**src/rtl/vlc_bit_packer.sv**
```systemverilog
// Packs right-aligned variable-length codes into an MSB-first stream of 32-bit words.
// Optional byte counter on byte_count is built only when VLC_BIT_PACKER_BYTE_COUNT_EN is defined.
module vlc_bit_packer #(
   parameter logic PAD_BIT = 1'b0
) (
   input  logic        clock,
   input  logic        reset_n,
   input  logic        enable,
   input  logic        flush,
   input  logic [31:0] code,
   input  logic [5:0]  code_length,
   output logic        word_valid,
   output logic [31:0] word,
   output logic        flush_done,
   output logic        busy,
   output logic        protocol_error,
   output logic [31:0] byte_count
);

   typedef enum logic {
      ST_RUN,
      ST_FLUSH_TAIL
   } state_t;

   state_t      state_q, state_d;
   logic [63:0] acc_q, acc_d;
   logic [4:0]  fill_q, fill_d;
   logic [31:0] word_q, word_d;
   logic        word_valid_q, word_valid_d;
   logic        flush_done_q, flush_done_d;
   logic        perr_q, perr_d;

   logic [5:0]  len;
   logic [31:0] masked;
   logic [6:0]  shift_up;
   logic [63:0] placed;
   logic [63:0] acc_app;
   logic [6:0]  fill_sum;
   logic [63:0] acc_mid;
   logic [6:0]  fill_mid;
   logic        emitted;

   // Keeps the first `valid_bits` MSBs of data and fills the rest with PAD_BIT.
   function automatic logic [31:0] pad_word(input logic [31:0] data, input logic [4:0] valid_bits);
      logic [31:0] keep;
      keep = ~(32'hFFFF_FFFF >> valid_bits);
      return (data & keep) | ({32{PAD_BIT}} & ~keep);
   endfunction

   // Left-justify the masked code against bit 63, then slide it down past the bits already held.
   always_comb begin
      len      = (code_length > 6'd32) ? 6'd32 : code_length;
      masked   = len[5] ? code : (code & ((32'h1 << len[4:0]) - 32'h1));
      shift_up = 7'd64 - {1'b0, len};
      placed   = ({32'h0, masked} << shift_up) >> fill_q;
      acc_app  = acc_q | placed;
      fill_sum = {2'b00, fill_q} + {1'b0, len};
   end

   // NOTE: every signal written below gets a default first, so no path can infer a latch.
   always_comb begin
      state_d      = state_q;
      acc_d        = acc_q;
      fill_d       = fill_q;
      word_d       = word_q;
      word_valid_d = 1'b0;
      flush_done_d = 1'b0;
      perr_d       = perr_q;
      acc_mid      = acc_q;
      fill_mid     = {2'b00, fill_q};
      emitted      = 1'b0;

      case (state_q)
         ST_RUN: begin
            if (enable) begin
               acc_mid  = acc_app;
               fill_mid = fill_sum;
               if (fill_sum >= 7'd32) begin
                  emitted      = 1'b1;
                  word_valid_d = 1'b1;
                  word_d       = acc_app[63:32];
                  acc_mid      = acc_app << 32;
                  fill_mid     = fill_sum - 7'd32;
               end
            end
            if (flush) begin
               // Only one word can leave per cycle, so a leftover after a full word waits a cycle.
               if (emitted && (fill_mid != 7'd0)) begin
                  state_d = ST_FLUSH_TAIL;
               end else begin
                  flush_done_d = 1'b1;
                  if (!emitted && (fill_mid != 7'd0)) begin
                     word_valid_d = 1'b1;
                     word_d       = pad_word(acc_mid[63:32], fill_mid[4:0]);
                  end
                  acc_mid  = '0;
                  fill_mid = '0;
               end
            end
            acc_d  = acc_mid;
            fill_d = fill_mid[4:0];
         end
         ST_FLUSH_TAIL: begin
            word_valid_d = 1'b1;
            flush_done_d = 1'b1;
            word_d       = pad_word(acc_q[63:32], fill_q);
            acc_d        = '0;
            fill_d       = '0;
            state_d      = ST_RUN;
            if (enable || flush) begin
               perr_d = 1'b1;
            end
         end
         default: state_d = ST_RUN;
      endcase
   end

   // NOTE: sequential state is updated with non-blocking assignments only.
   always_ff @(posedge clock) begin
      if (!reset_n) begin
         state_q      <= ST_RUN;
         acc_q        <= '0;
         fill_q       <= '0;
         word_q       <= '0;
         word_valid_q <= 1'b0;
         flush_done_q <= 1'b0;
         perr_q       <= 1'b0;
      end else begin
         state_q      <= state_d;
         acc_q        <= acc_d;
         fill_q       <= fill_d;
         word_q       <= word_d;
         word_valid_q <= word_valid_d;
         flush_done_q <= flush_done_d;
         perr_q       <= perr_d;
      end
   end

`ifdef VLC_BIT_PACKER_BYTE_COUNT_EN
   logic [31:0] byte_count_q, byte_count_d;

   always_comb begin
      byte_count_d = byte_count_q;
      if (word_valid_d) begin
         byte_count_d = byte_count_q + 32'd4;
      end
   end

   always_ff @(posedge clock) begin
      if (!reset_n) begin
         byte_count_q <= '0;
      end else begin
         byte_count_q <= byte_count_d;
      end
   end

   assign byte_count = byte_count_q;
`else
   assign byte_count = 32'h0;
`endif

   assign word_valid     = word_valid_q;
   assign word           = word_q;
   assign flush_done     = flush_done_q;
   assign busy           = (state_q == ST_FLUSH_TAIL);
   assign protocol_error = perr_q;

endmodule

```
**config.mk**
```make
export PLATFORM = sky130hd
export DESIGN_NAME = vlc_bit_packer
export DESIGN_NICKNAME = d
export VERILOG_FILES = /design/src/rtl/vlc_bit_packer.sv
export SDC_FILE = /design/constraint.sdc
export NUM_CORES = 1
export LEC_CHECK = 0
export ABC_AREA = 1
export ABC_CLOCK_PERIOD_IN_PS = 6250
export CAP_MARGIN = 20
export CORE_UTILIZATION = 50
export CTS_CLUSTER_DIAMETER = 60
export DETAILED_ROUTE_END_ITERATION = 8
export HOLD_SLACK_MARGIN = 0.03
export PLACE_DENSITY = 0.7
export SYNTH_ARGS = -nofsm -noshare
export SYNTH_HDL_FRONTEND = slang
export SYNTH_SLANG_ARGS = --single-unit
```
**constraint.sdc**
```tcl
create_clock -name clock -period 6.25 [get_ports clock]
set_clock_uncertainty 0.15 [all_clocks]
set_input_delay 0.9375 -clock clock [delete_from_list [all_inputs] [get_ports clock]]
set_output_delay 0.9375 -clock clock [all_outputs]
set_load 0.05 [all_outputs]
```
==> results_dict.tcl <==
set metrics [dict create \
    status "complete, but fails checks" \
    violations "DRC" \
    crit_end "word[22]$_SDFF_PN0_" \
    ir_drop_uv 152 \
    dpl.hpwl_um 42600 \
    post_cts_resized 0 \
    port_buffers 77 \
    diodes 0 \
    synth_top_area_share_pct 24.1 \
    ys.flop_type "dfxtp_1" \
    synthArstFlopShare_pct 0 \
    coreArea_um2 26000 \
    syn_avg_cell_area_um2 5.66 \
    cts_setup_buffers 0 \
    reg2reg_depth 17 \
    power.density_nw_per_um2 206 \
    arrival_ns 5.95 \
    slowest_stage "clkdlybuf4s50_1" \
    r2r_setup_slack_ns 1.77 \
    cp.required_ns 6.36 \
    finalPower_mw 2.95 \
    hold_viol_final 0 \
    cts_tree "yes" \
    grt_pass1_vias 14700 \
    first_pass_iters 9 \
    worstSetupStartpoint "code_length[0]" \
    slowest_delay_ns 0.42 \
    top_layer_used "met4" \
    clock-sinks 105 \
    holdPathStages 2 \
    nNetsFinal 2382 \
    dr_total_vias 17000 \
    worstSetupPathType "input port to register" \
    path_clk_slew_ns 0.09 \
    max_cap_viol_count 0 \
    die_height_um 165 \
    rows 59 \
    timing.rr.start "fill_q[2]$_SDFF_PP0_" \
    fill_cells 2737 \
    finalCritPeriodShare_pct 93.4 \
    critPathBufInv 4 \
    fin_crit_ns 5.84 \
    cts_buffers 9 \
    antenna_found_initial 0 \
    grt_overflow 0 \
    rsz0062_at_grt "no" \
    synth_top_area_cell "nand3_1" \
    initial_core_util_pct 50.8 \
    critical-path-top-delay-family "simple AND/OR/NAND/NOR gates" \
    cp.depth 35 \
    most-common-layout-cells "636 x nand3_1, 555 x nand2_1, 158 x nor2_1" \
    ys_types 64 \
    drt_iter0_drc 3076 \
    synth_area_um2 13200 \
    io_pins 110 \
    track_usage_pct 41.6 \
    cellLeakagePower_nw 6.70 \
    wl_met3_um 6730 \
    synth-edff-count 0 \
    max-clock-path-buffers 2 \
    critical_path_peak_fanout 5 \
    yosys_warnings 0 \
    place.gp.congestion 0.992 \
    syn_inst 2334 \
    area_delta_synth_final_pct 8.38 \
    grt_max_degree 85 \
    layout_commonest_cell "nand3_1" \
    cts_hold_buf 0 \
    critPathLaunchType "input port" \
    end_kind "register" \
    wl_per_cell_um 21.2 \
    ys_ff_latch 105 \
    finalSetupTns_ns 0 \
    dieArea_um2 27100 \
    wl_met2_um 23500 \
    hold_class "register to register" \
    slew_headroom_pct 34.3 \
    cpMostUsedCell "nand3_1" \
    vias_per_cell 6.37 \
    ant_nets 0 \
    die_width_um 165 \
    fmax_mhz 171 \
    wl_met1_um 24400 \
    drc 2 \
    cts_root_buffer "clkbuf_16" \
    ys_seq_area_share_pct 15.9 \
    tightestPinTransition_ns 0.984 \
    clock_latency_ns 0.37 \
    rr_endpoint "word[5]$_SDFF_PN0_" \
    synth.area.top_cells "nand3_1 24%, dfxtp_1 16%, nand2_1 16%" \
    wl_um 56500 \
    slew_viol_final 0 \
    grt_pass1_wl_um 86500 \
    htree_levels 3 \
    drive_above_1_share_pct 9.44 \
    setup_viol 0 \
]
[Yosys cell counts, types with 2 or more instances]
cell type,instances
a211oi_1,2
a21oi_1,113
a21oi_2,2
a221oi_1,7
a22oi_1,2
a31o_1,2
a31oi_1,18
a32oi_1,2
and2_1,6
buf_1,28
buf_2,60
buf_4,36
buf_6,6
clkbuf_1,54
clkinv_1,8
dfxtp_1,105
ha_1,13
inv_1,139
inv_2,12
inv_4,2
nand2_1,555
nand2_2,33
nand2_4,3
nand3_1,636
nand3_2,28
nand3b_1,9
nand4_1,84
nand4_2,5
nor2_1,159
nor2_2,11
nor2_4,13
nor3_1,10
nor3_2,2
nor4_1,3
o211a_1,2
o211ai_1,31
o211ai_2,8
o21ai_0,52
o21ai_1,29
o21ai_2,6
o21bai_1,2
o31ai_1,2
o32a_1,3
or2_2,8
xor2_1,4
[stage by stage]
stage / std cells / worst slack (ns) / hold slack [ns] / utilization, % / cell area, µm²
global placement: 2650 / 0.291 / 0.292 / 53.9 / 14000
CTS: 2666 / 0.573 / 0.308 / 55.1 / 14300
detailed placement: 2650 / 0.209 / 0.292 / 53.9 / 14000
global route: 2666 / 0.0106 / 0.343 / 55.1 / 14300
floorplan: 2365 / 1.47 / 0.276 / - / 13300
finish: 2666 / 0.412 / 0.308 / 55.1 / 14300
[flip-flops by register name, indices dropped and copies added, names as in the netlist]
register        flops
protocol_error      1
busy                1
acc_q              64
word               32
word_valid          1
flush_done          1
fill_q              5
[how the worst min path moves through the flow]
stage                              start                    to
floorplan           acc_q[36]$_SDFF_PP0_    word[4]$_SDFF_PN0_
global placement    acc_q[48]$_SDFF_PP0_   word[16]$_SDFF_PN0_
detailed placement  acc_q[48]$_SDFF_PP0_   word[16]$_SDFF_PN0_
CTS                 acc_q[48]$_SDFF_PP0_   word[16]$_SDFF_PN0_
global route        acc_q[17]$_SDFF_PP0_  acc_q[17]$_SDFF_PP0_
finish              acc_q[48]$_SDFF_PP0_   word[16]$_SDFF_PN0_
[area by class of cell]
cell class / count / area [µm²] / share of cell area, %
Timing Repair Buffer: 134 / 1200 / 8.38
Inverter: 161 / 609 / 4.26
Multi-Input combinational cell: 1915 / 9670 / 67.6
Sequential cell: 105 / 2110 / 14.7
Tap cell: 335 / 419 / 2.93
Clock buffer: 10 / 239 / 1.67
Clock inverter: 6 / 65.1 / 0.455
[kinds of logic (layout without fill, tap and decap cells)]
group           Yosys count  in the layout  synth area share [%]
other cells               1             32                0.0284
simple gates           1572           1572                  57.1
flops                   105            105                  15.9
xor+xnor                  5              5                 0.388
buf+inv                 345            311                  11.8
fa+ha+maj                14             14                  1.38
compound gates          292            292                  13.4
[worst min-delay path, delay by kind of cell, from the launching register on]
| kind | cells | cell delay (ns) |
|---|---|---|
| AND/OR/NAND/NOR | 2 | 0.11 |
| flip-flops | 1 | 0.31 |
[routing by layer]
layer | up-vias | global-route usage (%)
li1 | 7951 | -
met2 | 1126 | 60.2
met3 | 145 | 9.39
met4 | 0 | 12.8
met1 | 7768 | 60.2
met5 | - | 0
[report_power, final]
| part | switching [mW] | internal (mW) |
|---|---|---|
| clock network | 0.305 | 0.294 |
| registers | 0.0261 | 0.713 |
| logic | 1.17 | 0.448 |
| total | 1.50 | 1.46 |
Note: power is estimated with default switching activity, not from simulation.
